### config.mk
export PLATFORM = sky130hd
export DESIGN_NAME = gpio_ctrl
export DESIGN_NICKNAME = d
export VERILOG_FILES = /design/src/rtl/gpio_ctrl.sv
export SDC_FILE = /design/constraint.sdc
export NUM_CORES = 1
export LEC_CHECK = 0
export ABC_AREA = 1
export BUFFER_PORTS_ARGS = -buffer_cell sky130_fd_sc_hd__buf_2
export CAP_MARGIN = 20
export CORE_UTILIZATION = 39
export CTS_BUF_LIST = sky130_fd_sc_hd__clkbuf_8
export CTS_CLUSTER_DIAMETER = 200
export DETAILED_ROUTE_END_ITERATION = 10
export GPL_ROUTABILITY_DRIVEN = 0
export REMOVE_ABC_BUFFERS = 1
export SLEW_MARGIN = 10
export SYNTH_ARGS = -nofsm -noshare
export SYNTH_HDL_FRONTEND = slang
export SYNTH_SLANG_ARGS = --single-unit
### constraint.sdc
create_clock -name clk -period 3.51 [get_ports clk]
set_input_delay 0.351 -clock clk [delete_from_list [all_inputs] [get_ports clk]]
set_output_delay 0.351 -clock clk [all_outputs]
set_load 0.01 [all_outputs]
### src/rtl/gpio_ctrl.sv
// rtl/gpio_ctrl.sv - memory-mapped GPIO controller: switches, debounced keys, LEDs, key interrupt
module gpio_ctrl #(
    parameter int N_SW            = 10,
    parameter int N_KEY           = 4,
    parameter int N_LED           = 10,
    parameter int DEBOUNCE_CYCLES = 50000
) (
    input  logic             clk,
    input  logic             reset_n,
    input  logic [31:0]      gpio_address,
    input  logic [31:0]      gpio_data_write,
    input  logic             gpio_write_enable,
    input  logic             gpio_read_enable,
    output logic             gpio_rdata_valid,
    output logic [31:0]      gpio_data_read,
    input  logic [N_SW-1:0]  sw,
    input  logic [N_KEY-1:0] key,
    output logic [N_LED-1:0] ledr,
    output logic             irq
);

    localparam int            CW      = $clog2(DEBOUNCE_CYCLES) + 1;
    localparam logic [CW-1:0] CNT_MAX = CW'(DEBOUNCE_CYCLES - 1);

    localparam logic [31:0] ADDR_SW       = 32'h00;
    localparam logic [31:0] ADDR_LEDR     = 32'h04;
    localparam logic [31:0] ADDR_KEY      = 32'h08;
    localparam logic [31:0] ADDR_LED_SET  = 32'h0C;
    localparam logic [31:0] ADDR_LED_CLR  = 32'h10;
    localparam logic [31:0] ADDR_LED_TGL  = 32'h14;
    localparam logic [31:0] ADDR_KEY_EDGE = 32'h18;
    localparam logic [31:0] ADDR_IRQ_EN   = 32'h1C;

    logic [N_SW-1:0]  r_sw_s1, r_sw_s2;
    logic [N_KEY-1:0] r_key_s1, r_key_s2;
    logic [N_KEY-1:0] r_key_db;
    logic [CW-1:0]    r_cnt [N_KEY];
    logic [N_LED-1:0] r_led;
    logic [N_KEY-1:0] r_key_edge;
    logic [N_KEY-1:0] r_irq_en;
    logic             r_irq;
    logic [31:0]      r_rdata;
    logic             r_rvalid;

    logic [N_KEY-1:0] w_accept;
    logic [N_KEY-1:0] w_press;
    logic [N_KEY-1:0] w_w1c;
    logic [N_LED-1:0] w_led_wd;
    logic [N_KEY-1:0] w_key_wd;
    logic [31:0]      w_rdata;
    logic             w_wr_ledr, w_wr_set, w_wr_clr, w_wr_tgl, w_wr_edge, w_wr_en;
    logic             w_unused;

    assign w_wr_ledr = gpio_write_enable && (gpio_address == ADDR_LEDR);
    assign w_wr_set  = gpio_write_enable && (gpio_address == ADDR_LED_SET);
    assign w_wr_clr  = gpio_write_enable && (gpio_address == ADDR_LED_CLR);
    assign w_wr_tgl  = gpio_write_enable && (gpio_address == ADDR_LED_TGL);
    assign w_wr_edge = gpio_write_enable && (gpio_address == ADDR_KEY_EDGE);
    assign w_wr_en   = gpio_write_enable && (gpio_address == ADDR_IRQ_EN);

    assign w_led_wd = gpio_data_write[N_LED-1:0];
    assign w_key_wd = gpio_data_write[N_KEY-1:0];
    assign w_unused = ^gpio_data_write;

    always_ff @(posedge clk or negedge reset_n) begin
        if (!reset_n) begin
            r_sw_s1  <= '0;
            r_sw_s2  <= '0;
            r_key_s1 <= '1;
            r_key_s2 <= '1;
        end else begin
            r_sw_s1  <= sw;
            r_sw_s2  <= r_sw_s1;
            r_key_s1 <= key;
            r_key_s2 <= r_key_s1;
        end
    end

    // A key change is accepted once the synced level has differed for DEBOUNCE_CYCLES edges.
    always_comb begin
        for (int i = 0; i < N_KEY; i++) begin
            w_accept[i] = (r_key_s2[i] != r_key_db[i]) && (r_cnt[i] == CNT_MAX);
        end
    end

    assign w_press = w_accept & ~r_key_s2;

    always_ff @(posedge clk or negedge reset_n) begin
        if (!reset_n) begin
            r_key_db <= '1;
            for (int i = 0; i < N_KEY; i++) begin
                r_cnt[i] <= '0;
            end
        end else begin
            for (int i = 0; i < N_KEY; i++) begin
                if (r_key_s2[i] == r_key_db[i]) begin
                    r_cnt[i] <= '0;
                end else if (w_accept[i]) begin
                    r_key_db[i] <= r_key_s2[i];
                    r_cnt[i]    <= '0;
                end else begin
                    r_cnt[i] <= r_cnt[i] + 1'b1;
                end
            end
        end
    end

    always_ff @(posedge clk or negedge reset_n) begin
        if (!reset_n) begin
            r_led <= '0;
        end else if (w_wr_ledr) begin
            r_led <= w_led_wd;
        end else if (w_wr_set) begin
            r_led <= r_led | w_led_wd;
        end else if (w_wr_clr) begin
            r_led <= r_led & ~w_led_wd;
        end else if (w_wr_tgl) begin
            r_led <= r_led ^ w_led_wd;
        end
    end

    // A press landing in the same cycle as its W1C keeps the flag set.
    assign w_w1c = w_wr_edge ? w_key_wd : '0;

    always_ff @(posedge clk or negedge reset_n) begin
        if (!reset_n) begin
            r_key_edge <= '0;
            r_irq_en   <= '0;
            r_irq      <= 1'b0;
        end else begin
            r_key_edge <= (r_key_edge & ~w_w1c) | w_press;
            if (w_wr_en) begin
                r_irq_en <= w_key_wd;
            end
            r_irq <= |(r_key_edge & r_irq_en);
        end
    end

    always_comb begin
        w_rdata = '0;
        case (gpio_address)
            ADDR_SW:       w_rdata[N_SW-1:0]  = r_sw_s2;
            ADDR_LEDR:     w_rdata[N_LED-1:0] = r_led;
            ADDR_KEY:      w_rdata[N_KEY-1:0] = r_key_db;
            ADDR_KEY_EDGE: w_rdata[N_KEY-1:0] = r_key_edge;
            ADDR_IRQ_EN:   w_rdata[N_KEY-1:0] = r_irq_en;
            default:       w_rdata = '0;
        endcase
    end

    always_ff @(posedge clk or negedge reset_n) begin
        if (!reset_n) begin
            r_rdata  <= '0;
            r_rvalid <= 1'b0;
        end else begin
            r_rvalid <= gpio_read_enable;
            r_rdata  <= gpio_read_enable ? w_rdata : 32'h0;
        end
    end

    assign gpio_data_read   = r_rdata;
    assign gpio_rdata_valid = r_rvalid;
    assign ledr             = r_led;
    assign irq              = r_irq;

endmodule
==> impl_metrics.yaml <==
outcome:
  status: "complete, but fails checks"
  violations: "design-rule violations"
timing:
  rsz0062_at_grt: "no"
  worst_slew_pin_slew_ns: 0.798
  finClkSkew_ns: 0.00893
  max_freq_mhz: 534
  tns_ns: 0
  post-route-period-util_pct: 53.4
  fin_crit_ns: 1.87
  max_slew_margin_pct: 46.8
  setup_viol: 0
  hold_viol_final: 0
  final_max_slew_viol_count: 0
global_routing:
  grt_pass1_vias: 5713
  antenna_found_initial: 0
  grt_overflow_total: 0
  grt_pass1_wl_mm: 27.3
  grt_max_degree: 87
  grt.total_usage_pct: 17.5
logic_synthesis:
  synth_warnings: 0
  seq_area_frac_synth_pct: 44.8
  synthesis.area_um2: 7300
  ys_async_sr_fraction_pct: 100
  ys_ff_latch: 130
  synth_cell_types: 38
  syn_inst: 913
  syn_avg_cell_area_um2: 8.00
  synth_ff_type: "dfrtp_1"
  synth_edf_count: 0
critical_path:
  worstSetupStartpointType: "register"
  cp_max_fo: 7
  crit_path_end_kind: "register"
  cp.arrival_ns: 2.20
  crit_chain: "xor2_1 -> nand4_1 -> nand2_1 -> nor2_1"
  worst-setup-path-type: "register to register"
  max_stage_delay_ns: 0.57
  crit_buf_inv: 0
  cp.required_ns: 3.83
  slowest_stage: "dfstp_2"
  path_delay_family: "simple AND/OR/NAND/NOR gates"
floorplanning:
  core_area_um2: 18100
  die-width_um: 139
  num_rows: 49
  pin_count: 126
  die_area_um2: 19300
  initial_core_util_pct: 40.2
  die_h_um: 139
clocking:
  h-tree-depth: 4
  clk_latency_ns: 0.44
  post_cts_buffers: 0
  cts_num_sinks: 130
  clockBufferDepth: 2
  numCtsBuffers: 17
  cts_tree: "done"
  clk_pin_slew_ns: 0.08
  cts-root-buf: "clkbuf_8"
drt:
  wl_mm: 15.9
  drc: 16
  drt_iter0_markers: 434
  vias_per_cell: 4.80
  via_count: 6082
  dr.pass1.iters: 8
  ant_nets: 0
  avgRoutedWirePerCell_um: 12.6
final_layout:
  nets: 1130
  area_growth_pct: 15.5
  layout-drive-gt1-share_pct: 17.4
  fin_cells: 1266
  antenna_cells: 0
placement:
  place.port_buffers: 81
  post-dp-hpwl_mm: 11.6
  placedCellCount: 1219
power:
  power.density_cell_area_nw_per_um2: 355
  leakage_nw: 4.00
  ir_worst_vdd_mv: 0.229
flow_run:
  drv_cap: 0
worst_hold_path:
  hp-class: "input port to register"
==> state kept, by name (all words and copies together), names as in the netlist, 10 cells and up <==
register / cells
r_cnt: 68
gpio_data_read: 10
ledr: 10
r_sw_s1: 10
r_sw_s2: 10
==> synthesized netlist by cell type (12+ instances only) <==
| cell | count | area share [%] |
|---|---|---|
| dfrtp_1 | 118 | 40 |
| nand2_1 | 205 | 11 |
| dfstp_2 | 12 | 4.3 |
| nand4_1 | 34 | 2.9 |
| nand3_1 | 62 | 4.3 |
| inv_1 | 121 | 6.2 |
| buf_4 | 24 | 2.5 |
| ha_1 | 24 | 4.1 |
| nor3_1 | 23 | 1.6 |
| nor2_2 | 18 | 1.5 |
| nor2_1 | 116 | 6.0 |
| xor2_1 | 30 | 3.6 |
| nor4_1 | 25 | 2.1 |
==> worst register-to-register path, cell delays in order, from the launching register on <==
cell	delay, ns
dfstp_2	0.57
xor2_1	0.43
nand4_1	0.34
nand2_1	0.33
nor2_1	0.08
==> layout make-up <==
type	instances	area, µm²
Tap cell	229	287
Inverter	133	503
Clock inverter	15	161
Multi-Input combinational cell	642	3390
Timing Repair Buffer	100	592
Sequential cell	130	3270
Clock buffer	17	234
Fill cell	1849	9710
==> kinds of logic after synthesis <==
family	count (synthesis)	synth area share, %
xor gates and xnor gates	35	4.20
adders and majority gates	24	4.11
other	1	0.0514
AOI/OAI and AO/OA	34	2.61
and+or+nand+nor	527	34.4
DFF	130	44.8
buffers and inverters	162	9.87
==> final timing paths <==
check                                       from               end  slack (ns)  depth (start not counted)
max in group asynchronous                reset_n       r_key_s1[0]        2.13                          3
worst min register to register        r_sw_s1[8]        r_sw_s2[8]        0.35                          0
min in group asynchronous                reset_n         r_cnt[34]        0.52                          2
worst max register to register       r_key_s2[1]         r_cnt[34]        1.64                          4
worst max-delay path                 r_key_s2[1]         r_cnt[34]        1.64                          4
worst min-delay path            gpio_read_enable  gpio_rdata_valid        0.06                          1
==> stage by stage <==
stage,util (%),hold slack [ns],total power [W],worst slack (ns),area (µm²)
finish,46.5,0.0621,0.00299,1.64,8430
global route,46.5,0.0145,0.00314,1.46,8430
CTS,46.5,0.0156,0.00304,1.65,8430
detailed placement,43.5,0.335,0.00174,1.33,7890
global placement,43.5,0.332,0.00174,1.34,7890
floorplan,-,0.0554,0.00164,1.61,7160
==> placed cells by master (no fill, tap or decap), types with 11 or more instances in the layout <==
master and n:
nor4_1 25, xor2_1 30, dfrtp_1 118, nor2_2 18
nor3_1 23, ha_1 24, nand3_1 62, nand4_1 34
inv_1 121, dfstp_2 12, buf_2 80, conb_1 22
nand2_1 205, dlygate4sd3_1 15, nor2_1 116, clkbuf_8 17
nand3b_1 11, o21ai_1 11
==> power breakdown <==
part,internal [W],leakage [nW],total [W],switching (W)
logic,0.0000632,2.11,0.000176,0.000113
registers,0.00153,1.69,0.00154,0.0000149
clock network,0.000596,0.201,0.00127,0.000678
==> routing by layer <==
layer  routed length (µm)  part of all wire [%]  GRT usage [%]  vias up
met5                    0                     0              0        -
met4                  161                   1.0           5.15        0
met3                  803                   5.1           3.76       16
met2                 7150                    45           27.6      153
met1                 7780                    49           24.3     2793
li1                     -                     -              -     3120
==> repair_timing <==
action | 4_1_cts | 5_1_grt
resized for setup | 0 | 0
endpoints found under the setup margin | 0 | 0
hold endpoints to repair | 93 | 0
hold buffers | 15 | 0
Note: power is estimated with default switching activity, not from simulation.
